**src/rtl/fp_pkg.sv**
```systemverilog
// Shared floating-point helpers: format defaults, bias, field extract/pack and
// special-value builders. Helpers work on a 64-bit container; callers size-cast.
package fp_pkg;

  localparam int FP_EXP_W = 8;
  localparam int FP_MAN_W = 23;
  localparam int FP_MAX_W = 64;

  typedef logic [FP_MAX_W-1:0] fp_word_t;

  localparam fp_word_t FP_POS_ZERO = '0;

  function automatic int fp_bias(input int exp_w);
    return (1 << (exp_w - 1)) - 1;
  endfunction

  function automatic fp_word_t fp_exp_mask(input int exp_w);
    return (fp_word_t'(1) << exp_w) - fp_word_t'(1);
  endfunction

  function automatic fp_word_t fp_man_mask(input int man_w);
    return (fp_word_t'(1) << man_w) - fp_word_t'(1);
  endfunction

  function automatic logic fp_sign(input fp_word_t x, input int exp_w, input int man_w);
    return x[exp_w + man_w];
  endfunction

  function automatic fp_word_t fp_exp(input fp_word_t x, input int exp_w, input int man_w);
    return (x >> man_w) & fp_exp_mask(exp_w);
  endfunction

  function automatic fp_word_t fp_man(input fp_word_t x, input int man_w);
    return x & fp_man_mask(man_w);
  endfunction

  function automatic fp_word_t fp_pack(input logic s, input fp_word_t e, input fp_word_t m,
                                       input int exp_w, input int man_w);
    return (fp_word_t'(s) << (exp_w + man_w)) | ((e & fp_exp_mask(exp_w)) << man_w) |
           (m & fp_man_mask(man_w));
  endfunction

  function automatic fp_word_t fp_inf(input logic s, input int exp_w, input int man_w);
    return fp_pack(s, fp_exp_mask(exp_w), FP_POS_ZERO, exp_w, man_w);
  endfunction

  function automatic fp_word_t fp_nan(input int exp_w, input int man_w);
    return fp_pack(1'b0, fp_exp_mask(exp_w), fp_word_t'(1) << (man_w - 1), exp_w, man_w);
  endfunction

endpackage

```
**src/rtl/fp_lzc_norm.sv**
```systemverilog
// Combinational leading-zero count and left shift that brings the first set bit
// of the value to the MSB. An all-zero value reports a count of WIDTH.
module fp_lzc_norm #(
  parameter  int WIDTH = 28,
  localparam int CNT_W = $clog2(WIDTH) + 1
) (
  input  logic [WIDTH-1:0] value,
  output logic [WIDTH-1:0] norm,
  output logic [CNT_W-1:0] count
);

  // Scanning upward leaves the count of the highest set bit as the final value.
  always_comb begin
    count = CNT_W'(WIDTH);
    for (int i = 0; i < WIDTH; i++) begin
      if (value[i]) count = CNT_W'(WIDTH - 1 - i);
    end
    norm = value << count;
  end

endmodule

```
**src/rtl/fp_adder_pipe.sv**
```systemverilog
// Pipelined floating-point adder/subtractor: align, add, normalise, then round
// into the output register, with one global advance for valid/ready flow.
module fp_adder_pipe
  import fp_pkg::*;
#(
  parameter  int EXP_W = FP_EXP_W,
  parameter  int MAN_W = FP_MAN_W,
  localparam int W     = 1 + EXP_W + MAN_W
) (
  input  logic         clk,
  input  logic         rst,
  input  logic         in_valid,
  output logic         in_ready,
  input  logic [W-1:0] a,
  input  logic [W-1:0] b,
  input  logic         sub,
  output logic         out_valid,
  input  logic         out_ready,
  output logic [W-1:0] y,
  output logic         ovf
);

  localparam int F   = MAN_W + 5;
  localparam int SHW = $clog2(F) + 1;
  localparam int EXW = ((EXP_W > SHW) ? EXP_W : SHW) + 2;
  localparam logic [EXP_W-1:0]      EXP_ONES = '1;
  localparam logic signed [EXW-1:0] EXP_MAX  = EXW'((1 << EXP_W) - 1);
  localparam logic signed [EXW-1:0] EXP_ZERO = '0;

  logic adv;
  assign adv      = !out_valid || out_ready;
  assign in_ready = adv;

  logic             sa, sb, a_zero, b_zero, a_inf, b_inf, a_big;
  logic [EXP_W-1:0] ea, eb;
  logic [MAN_W-1:0] ma, mb;

  assign sa     = fp_sign(fp_word_t'(a), EXP_W, MAN_W);
  assign sb     = fp_sign(fp_word_t'(b), EXP_W, MAN_W) ^ sub;
  assign ea     = EXP_W'(fp_exp(fp_word_t'(a), EXP_W, MAN_W));
  assign eb     = EXP_W'(fp_exp(fp_word_t'(b), EXP_W, MAN_W));
  assign a_zero = (ea == '0);
  assign b_zero = (eb == '0);
  assign a_inf  = (ea == EXP_ONES);
  assign b_inf  = (eb == EXP_ONES);
  assign ma     = a_zero ? '0 : MAN_W'(fp_man(fp_word_t'(a), MAN_W));
  assign mb     = b_zero ? '0 : MAN_W'(fp_man(fp_word_t'(b), MAN_W));
  assign a_big  = ({ea, ma} >= {eb, mb});

  logic                 big_sign, small_sign, small_zero;
  logic [EXP_W-1:0]     big_exp, small_exp, exp_diff;
  logic [MAN_W:0]       big_hid, small_hid;
  logic [2*MAN_W+3:0]   small_ext;
  logic [MAN_W+3:0]     small_al;
  logic                 nan_c, inf_c, inf_sign_c;

  // Swap so the larger magnitude is on the big side, then align the small one
  // keeping guard, round and a sticky OR of everything shifted past them.
  always_comb begin
    if (a_big) begin
      big_sign   = sa;
      big_exp    = ea;
      big_hid    = a_zero ? '0 : {1'b1, ma};
      small_sign = sb;
      small_exp  = eb;
      small_hid  = b_zero ? '0 : {1'b1, mb};
      small_zero = b_zero;
    end else begin
      big_sign   = sb;
      big_exp    = eb;
      big_hid    = b_zero ? '0 : {1'b1, mb};
      small_sign = sa;
      small_exp  = ea;
      small_hid  = a_zero ? '0 : {1'b1, ma};
      small_zero = a_zero;
    end
    exp_diff  = big_exp - small_exp;
    small_ext = {small_hid, {(MAN_W+3){1'b0}}} >> exp_diff;
    if (small_zero)
      small_al = '0;
    else if (32'(exp_diff) >= MAN_W + 3)
      small_al = {{(MAN_W+3){1'b0}}, 1'b1};
    else
      small_al = {small_ext[2*MAN_W+3:MAN_W+1], |small_ext[MAN_W:0]};
    nan_c      = a_inf && b_inf && (sa != sb);
    inf_c      = a_inf || b_inf;
    inf_sign_c = a_inf ? sa : sb;
  end

  logic             s1_valid, s2_valid, s3_valid;
  logic             s1_sign, s1_sub, s1_nan, s1_inf, s1_inf_sign;
  logic [EXP_W-1:0] s1_exp;
  logic [MAN_W+3:0] s1_big, s1_small;

  logic             s2_sign, s2_nan, s2_inf, s2_inf_sign;
  logic [EXP_W-1:0] s2_exp;
  logic [F-1:0]     s2_sum, sum_c;

  assign sum_c = s1_sub ? ({1'b0, s1_big} - {1'b0, s1_small})
                        : ({1'b0, s1_big} + {1'b0, s1_small});

  logic [F-1:0]   norm;
  logic [SHW-1:0] lz;

  fp_lzc_norm #(.WIDTH(F)) u_lzc (
    .value (s2_sum),
    .norm  (norm),
    .count (lz)
  );

  logic                  s3_sign, s3_nan, s3_inf, s3_inf_sign, s3_zero;
  logic signed [EXW-1:0] s3_exp, n_exp;
  logic [F-2:0]          s3_field, n_field;

  // The carry bit sits above the hidden bit, so a normalised sum needs one
  // less left shift than its raw leading-zero count.
  always_comb begin
    if (s2_sum[F-1]) begin
      n_field = {s2_sum[F-1:2], s2_sum[1] | s2_sum[0]};
      n_exp   = EXW'(s2_exp) + EXW'(1);
    end else begin
      n_field = {norm[F-1:2], norm[1] | norm[0]};
      n_exp   = EXW'(s2_exp) - EXW'(lz) + EXW'(1);
    end
  end

  logic                  inc;
  logic [MAN_W+1:0]      rnd;
  logic [MAN_W-1:0]      r_man;
  logic signed [EXW-1:0] r_exp;
  logic [W-1:0]          y_c;
  logic                  ovf_c;

  always_comb begin
    inc   = s3_field[2] & (s3_field[1] | s3_field[0] | s3_field[3]);
    rnd   = {1'b0, s3_field[F-2:3]} + (MAN_W+2)'(inc);
    r_man = rnd[MAN_W+1] ? rnd[MAN_W:1] : rnd[MAN_W-1:0];
    r_exp = s3_exp + EXW'(rnd[MAN_W+1]);
    ovf_c = 1'b0;
    y_c   = W'(FP_POS_ZERO);
    if (s3_nan) begin
      y_c = W'(fp_nan(EXP_W, MAN_W));
    end else if (s3_inf) begin
      y_c = W'(fp_inf(s3_inf_sign, EXP_W, MAN_W));
    end else if (s3_zero) begin
      y_c = W'(FP_POS_ZERO);
    end else if (r_exp <= EXP_ZERO) begin
      y_c = W'(fp_pack(s3_sign, FP_POS_ZERO, FP_POS_ZERO, EXP_W, MAN_W));
    end else if (r_exp >= EXP_MAX) begin
      y_c   = W'(fp_inf(s3_sign, EXP_W, MAN_W));
      ovf_c = 1'b1;
    end else begin
      y_c = W'(fp_pack(s3_sign, fp_word_t'(r_exp[EXP_W-1:0]), fp_word_t'(r_man),
                       EXP_W, MAN_W));
    end
  end

  always_ff @(posedge clk) begin
    if (rst) begin
      s1_valid  <= 1'b0;
      s2_valid  <= 1'b0;
      s3_valid  <= 1'b0;
      out_valid <= 1'b0;
      y         <= '0;
      ovf       <= 1'b0;
    end else if (adv) begin
      s1_valid  <= in_valid;
      s2_valid  <= s1_valid;
      s3_valid  <= s2_valid;
      out_valid <= s3_valid;
      y         <= y_c;
      ovf       <= ovf_c;
    end
  end

  // Datapath stages carry no reset; bubbles are tracked by the valid bits.
  always_ff @(posedge clk) begin
    if (adv) begin
      s1_sign     <= big_sign;
      s1_sub      <= big_sign ^ small_sign;
      s1_exp      <= big_exp;
      s1_big      <= {big_hid, 3'b000};
      s1_small    <= small_al;
      s1_nan      <= nan_c;
      s1_inf      <= inf_c;
      s1_inf_sign <= inf_sign_c;

      s2_sign     <= s1_sign;
      s2_exp      <= s1_exp;
      s2_sum      <= sum_c;
      s2_nan      <= s1_nan;
      s2_inf      <= s1_inf;
      s2_inf_sign <= s1_inf_sign;

      s3_sign     <= s2_sign;
      s3_exp      <= n_exp;
      s3_field    <= n_field;
      s3_zero     <= (s2_sum == '0);
      s3_nan      <= s2_nan;
      s3_inf      <= s2_inf;
      s3_inf_sign <= s2_inf_sign;
    end
  end

endmodule

```
**config.mk**
```make
export PLATFORM = sky130hd
export DESIGN_NAME = fp_adder_pipe
export DESIGN_NICKNAME = d
export VERILOG_FILES = /design/src/rtl/fp_pkg.sv /design/src/rtl/fp_lzc_norm.sv /design/src/rtl/fp_adder_pipe.sv
export SDC_FILE = /design/constraint.sdc
export NUM_CORES = 1
export LEC_CHECK = 0
export BUFFER_PORTS_ARGS = -buffer_cell sky130_fd_sc_hd__buf_2
export CAP_MARGIN = 20
export CORE_MARGIN = 10
export CORE_UTILIZATION = 45
export DETAILED_ROUTE_END_ITERATION = 7
export PLACE_DENSITY = 0.73
export SETUP_SLACK_MARGIN = 0.05
export SYNTH_ARGS = -nofsm -noshare
export SYNTH_HDL_FRONTEND = slang
export SYNTH_SLANG_ARGS = --single-unit
```
**constraint.sdc**
```tcl
create_clock -name clk -period 7.8 [get_ports clk]
set_input_delay 1.17 -clock clk [delete_from_list [all_inputs] [get_ports clk]]
set_output_delay 1.17 -clock clk [all_outputs]
set_load 0.05 [all_outputs]
```
==> results.env <==
HP-CLASS='reg2reg'
SYNTH_FA_HA_AREA_FRAC=0.08135
CLOCK_LATENCY_NS=0.45
FIN_SETUP_TNS_NS=0
FP.DIEH_UM=200.4
CRIT_PATH_START='a[26]'
SWITCHINGPOWER_mW=2.024
PORT_BUFFERS=103
CHIPWIDTH_UM=200.4
WORST-ENDPOINT-REQUIRED_NS=7.99
WORSTSETUPPATHTYPE='in2reg'
SYNTH_CELL_TYPE_COUNT=75
DP.FINAL_HPWL_UM=33240
CP-START-KIND='primary input'
NUM-FILL-CELLS=2940
WORST_IR_DROP_VDD_mV=0.1598
LAYOUT.CELLS.MOST_COMMON='sky130_fd_sc_hd__nand2_1'
INTPOWER_mW=2.668
IO_PINS=104
FINAL-MAX-SLEW-VIOLATION-COUNT=0
SYNTH_XOR_XNOR_AREA_SHARE=0.04606
DETAILEDROUTE.FIRSTITERATIONVIOLATIONS=1053
NUM-NETS-FINAL=1921
WORST-PATH-MAX-FANOUT=25
POST_CTS_HOLD_FIX_BUFS=0
WL_UM=41680
SYNTH_TOP_CELL_AREA_SHARE=0.2994
DIE-AREA_UM2=40150
SYNTH_LARGEST_AREA_CELL='sky130_fd_sc_hd__edfxtp_1'
SYN-INSTANCE-COUNT=1678
GROUTE.USAGE.OVERALL=0.1995
MAPPEDNETLISTNETS=1841
MAXCAPVIOLATIONS=0
GRT_MAX_DEGREE=101
TRITONCTS='yes'
CLKSLEWWORSTSETUPHOLDPATHS_NS=0.07
WORSTSETUPENDPOINTTYPE='register'
SYNTHSIMPLEGATEAREAFRAC=0.1788
DRT_PASS1_ITERATIONS=5
SW_RATIO=0.4314
MUXSHAREOFSYNTHAREA=0.09947
MAX_FREQ_GHz=0.1484
LARGEST_FAMILY_OF_LOGIC_CELLS_BY_SYNTHESIZED_AREA='compound AO/OA/AOI/OAI gates'
SYNTH_FLOP_CELL='sky130_fd_sc_hd__edfxtp_1'
DETAIL_ROUTE.VIAS_PER_CELL=5.836
FINAL-SETUP-VIOL-COUNT=0
AVGSYNTHCELLAREA_UM2=8.726
P_CLK_FRAC=0.180
MULTI_INPUT_COMB_AREA_UM2=8778
POWER.DENSITY_nW_PER_UM2=288.4
FINALWEIGHTEDCONGESTION=0.9421
PLACEMENTROWS=65
RRSETUPSLACK_NS=1.80
MOST_FREQUENT_CELLS_IN_THE_LAYOUT='sky130_fd_sc_hd__nand2_1 (176), sky130_fd_sc_hd__nor2_1 (164), sky130_fd_sc_hd__edfxtp_1 (146), sky130_fd_sc_hd__inv_1 (112), sky130_fd_sc_hd__o21ai_0 (112)'
START_UTIL=0.4604
CRITICAL_PATH.REG2REG.STARTPOINT='s3_field[2]$_DFFE_PP_'
STATUS='finished, final reports clean'
CELLLEAKAGEPOWER_nW=7.006
MAPPEDNETLISTAREA_UM2=14640
TIMING.SLEW.HEADROOM=0.4031
COMB_POWER_SHARE=0.474
POSTCTSSETUPREPAIRBUFS=0
WORST-R2R-CELL-COUNT=21
FINAL_HOLD_VIOLATIONS=0
NETLIST_TOP_CELLS_AREA='sky130_fd_sc_hd__edfxtp_1 (30%), sky130_fd_sc_hd__ha_1 (7.9%), sky130_fd_sc_hd__mux2i_1 (5.9%)'
GRT-OVFL-TOTAL=0
GRT_FIRST_PASS_WIRELENGTH_UM=66060
CRIT-REG2REG-CAPTURE='y[13]$_SDFFE_PP0P_'
DPL_CELL_AREA_UM2=15700
CORE_AREA_UM2=31800
POWER.SHARE.SEQUENTIAL=0.346
TRITONCTS.NUM_BUFFERS=17
DRIVE_ABOVE_1_SHARE=0.1265
LAYOUT-AREA-OVERHEAD-VS-SYNTH_PCT=11.14
MIN_PERIOD_OVER_PERIOD=0.8638
CTSROOTBUFFERMASTER='sky130_fd_sc_hd__clkbuf_16'
FINAL_PERIOD_MINUS_WORST_SETUP_SLACK_NS=6.738
YS_WARN_COUNT=0
LAYOUT.CELL_AREA.NON_FILLER_UM2=16270
H-TREE-DEPTH=4
FF_LATCH_AREA_UM2=5125
SYNTH-COMPOUND-AREA-SHARE=0.1918
SYNTH_EDF_COUNT=146
CTS_SINKS=183
CP_DATA_ARRIVAL_TIME_NS=6.93
CTS_RESIZED=0
DETAIL-ROUTE-ANTENNA-NETS=0
SYNTH_SEQ_CELLS=183
GRT_ANTENNA_BEFORE_REPAIR=1
VIA_COUNT_OF_THE_FIRST_GLOBAL_ROUTING_PASS=12500
DIODES=0
DRC_VIOLATIONS=0
SETUP_REPAIR_AFTER_GLOBAL_ROUTING_MISSED_ITS_MARGIN='no'
DR_TOTAL_VIAS=12870
DETAIL_ROUTE.WL_PER_CELL_UM=18.89
YS_ASYNC_SR_FRACTION=0
CLK_PATH_BUF_DEPTH=2
CRITICAL_PATH.ENDPOINT='s1_small[0]$_SDFFCE_PP0P_'
FINAL.SETUP_SKEW_NS=0.01361
SYNTH.YOSYS.SEQ_AREA_SHARE=0.3500
MAX_SLEW.WORST_PIN.SLEW_NS=0.8944
[through the flow]
stage | utilization | setup WS (ns) | std cells | power, mW | hold slack, ns
after CTS | 0.5117 | 1.086 | 2206 | 4.679 | 0.4231
after global routing | 0.5117 | 0.6271 | 2206 | 4.980 | 0.4314
after floorplan | - | 0.7519 | 1678 | 3.210 | 0.4003
after detailed placement | 0.4936 | 0.6258 | 2174 | 3.836 | 0.4045
after global placement | 0.4936 | 0.6514 | 2174 | 3.808 | 0.4041
final | 0.5117 | 1.062 | 2206 | 4.692 | 0.4221
[final cells by class]
cell class                      count  share of cell area
Clock buffer                       17             0.02614
Sequential cell                   183              0.3150
Tap cell                          435             0.03345
Timing Repair Buffer              141             0.04921
Multi-Input combinational cell   1297              0.5395
Clock inverter                     15            0.009227
Inverter                          118             0.02753
[kinds of logic (layout without fill, tap and decap cells)]
| group | Yosys count | after routing |
|---|---|---|
| buf+inv | 198 | 291 |
| flops | 183 | 183 |
| compound gates | 440 | 440 |
| xor+xnor | 77 | 77 |
| fa+ha+maj | 94 | 94 |
| simple gates | 566 | 566 |
| mux | 120 | 120 |
[power groups by stage]
stage          clock network, mW  logic, mW  registers (mW)
2_1_floorplan                  0       1.47            1.74
3_3_place_gp                   0       2.18            1.63
3_5_place_dp                   0       2.20            1.64
4_1_cts                    0.856       2.20            1.62
5_1_grt                    0.901       2.42            1.66
6_report                   0.843       2.23            1.62
[metal layers]
layer | up-vias | share of wire | GRT usage | wire length [µm]
li1 | 6298 | - | - | -
met1 | 6039 | 0.43 | 0.2441 | 17840
met2 | 455 | 0.48 | 0.3397 | 20120
met3 | 82 | 0.060 | 0.03820 | 2489
met4 | 0 | 0.029 | 0.07736 | 1224
met5 | - | 0 | 0 | 0
[sequential cells by signal, summed over array words and instances (netlist names), 8 cells and up]
name	count
s1_exp	8
s3_field	27
s1_big	24
s3_exp	10
s2_sum	28
s2_exp	8
s1_small	27
y	32
[synth_stat cells, types with 17 or more instances]
master                     count
sky130_fd_sc_hd__and3_1       23
sky130_fd_sc_hd__a211oi_1     19
sky130_fd_sc_hd__xor2_1       28
sky130_fd_sc_hd__ha_1         92
sky130_fd_sc_hd__edfxtp_1    146
sky130_fd_sc_hd__xnor2_1      49
sky130_fd_sc_hd__o21ai_0     112
sky130_fd_sc_hd__and2_1       17
sky130_fd_sc_hd__clkbuf_1     65
sky130_fd_sc_hd__nor3_1       51
sky130_fd_sc_hd__inv_1       113
sky130_fd_sc_hd__nand2_1     176
sky130_fd_sc_hd__nor2_1      164
sky130_fd_sc_hd__mux2i_1      87
sky130_fd_sc_hd__mux4_2       19
sky130_fd_sc_hd__a31oi_1      21
sky130_fd_sc_hd__a21oi_1     101
sky130_fd_sc_hd__o22ai_1      20
sky130_fd_sc_hd__dfxtp_1      37
sky130_fd_sc_hd__a22oi_1      34
sky130_fd_sc_hd__nand3_1      46
[critical path, stage by stage]
cell                        delay, ns
sky130_fd_sc_hd__buf_2           0.13
sky130_fd_sc_hd__nor4_1          0.43
sky130_fd_sc_hd__nand2_1         0.11
sky130_fd_sc_hd__buf_4           0.24
sky130_fd_sc_hd__nand2_1         0.12
sky130_fd_sc_hd__inv_1           0.06
sky130_fd_sc_hd__ha_1            0.32
sky130_fd_sc_hd__a21oi_1         0.15
sky130_fd_sc_hd__a21boi_0        0.18
sky130_fd_sc_hd__o31a_1          0.33
sky130_fd_sc_hd__o21a_1          0.26
sky130_fd_sc_hd__nor3_4          0.15
sky130_fd_sc_hd__mux2_2          0.36
sky130_fd_sc_hd__ha_1            0.24
sky130_fd_sc_hd__nor2_1          0.12
sky130_fd_sc_hd__o211ai_1        0.09
sky130_fd_sc_hd__o21ai_1         0.14
sky130_fd_sc_hd__a221o_1         0.41
sky130_fd_sc_hd__buf_4           0.25
sky130_fd_sc_hd__mux4_2          0.35
sky130_fd_sc_hd__a21oi_1         0.17
sky130_fd_sc_hd__o21ai_1         0.10
sky130_fd_sc_hd__a2111oi_0       0.51
sky130_fd_sc_hd__a31o_1          0.20
sky130_fd_sc_hd__a21oi_1         0.06
sky130_fd_sc_hd__a211o_1         0.25
[worst min path at each step]
| stage | start | to | slack [ns] | depth (start not counted) |
|---|---|---|---|---|
| 3_3_place_gp | s2_nan$_DFFE_PP_ | s3_nan$_DFFE_PP_ | 0.40 | 0 |
| 6_report | s1_exp[2]$_DFFE_PP_ | s2_exp[2]$_DFFE_PP_ | 0.42 | 0 |
| 3_5_place_dp | s2_sign$_DFFE_PP_ | s3_sign$_DFFE_PP_ | 0.40 | 0 |
| 2_1_floorplan | s1_exp[0]$_DFFE_PP_ | s2_exp[0]$_DFFE_PP_ | 0.40 | 0 |
| 5_1_grt | s1_sign$_DFFE_PP_ | s2_sign$_DFFE_PP_ | 0.43 | 0 |
| 4_1_cts | s2_sign$_DFFE_PP_ | s3_sign$_DFFE_PP_ | 0.42 | 0 |
No activity file was read; power rests on OpenSTA's default activity.
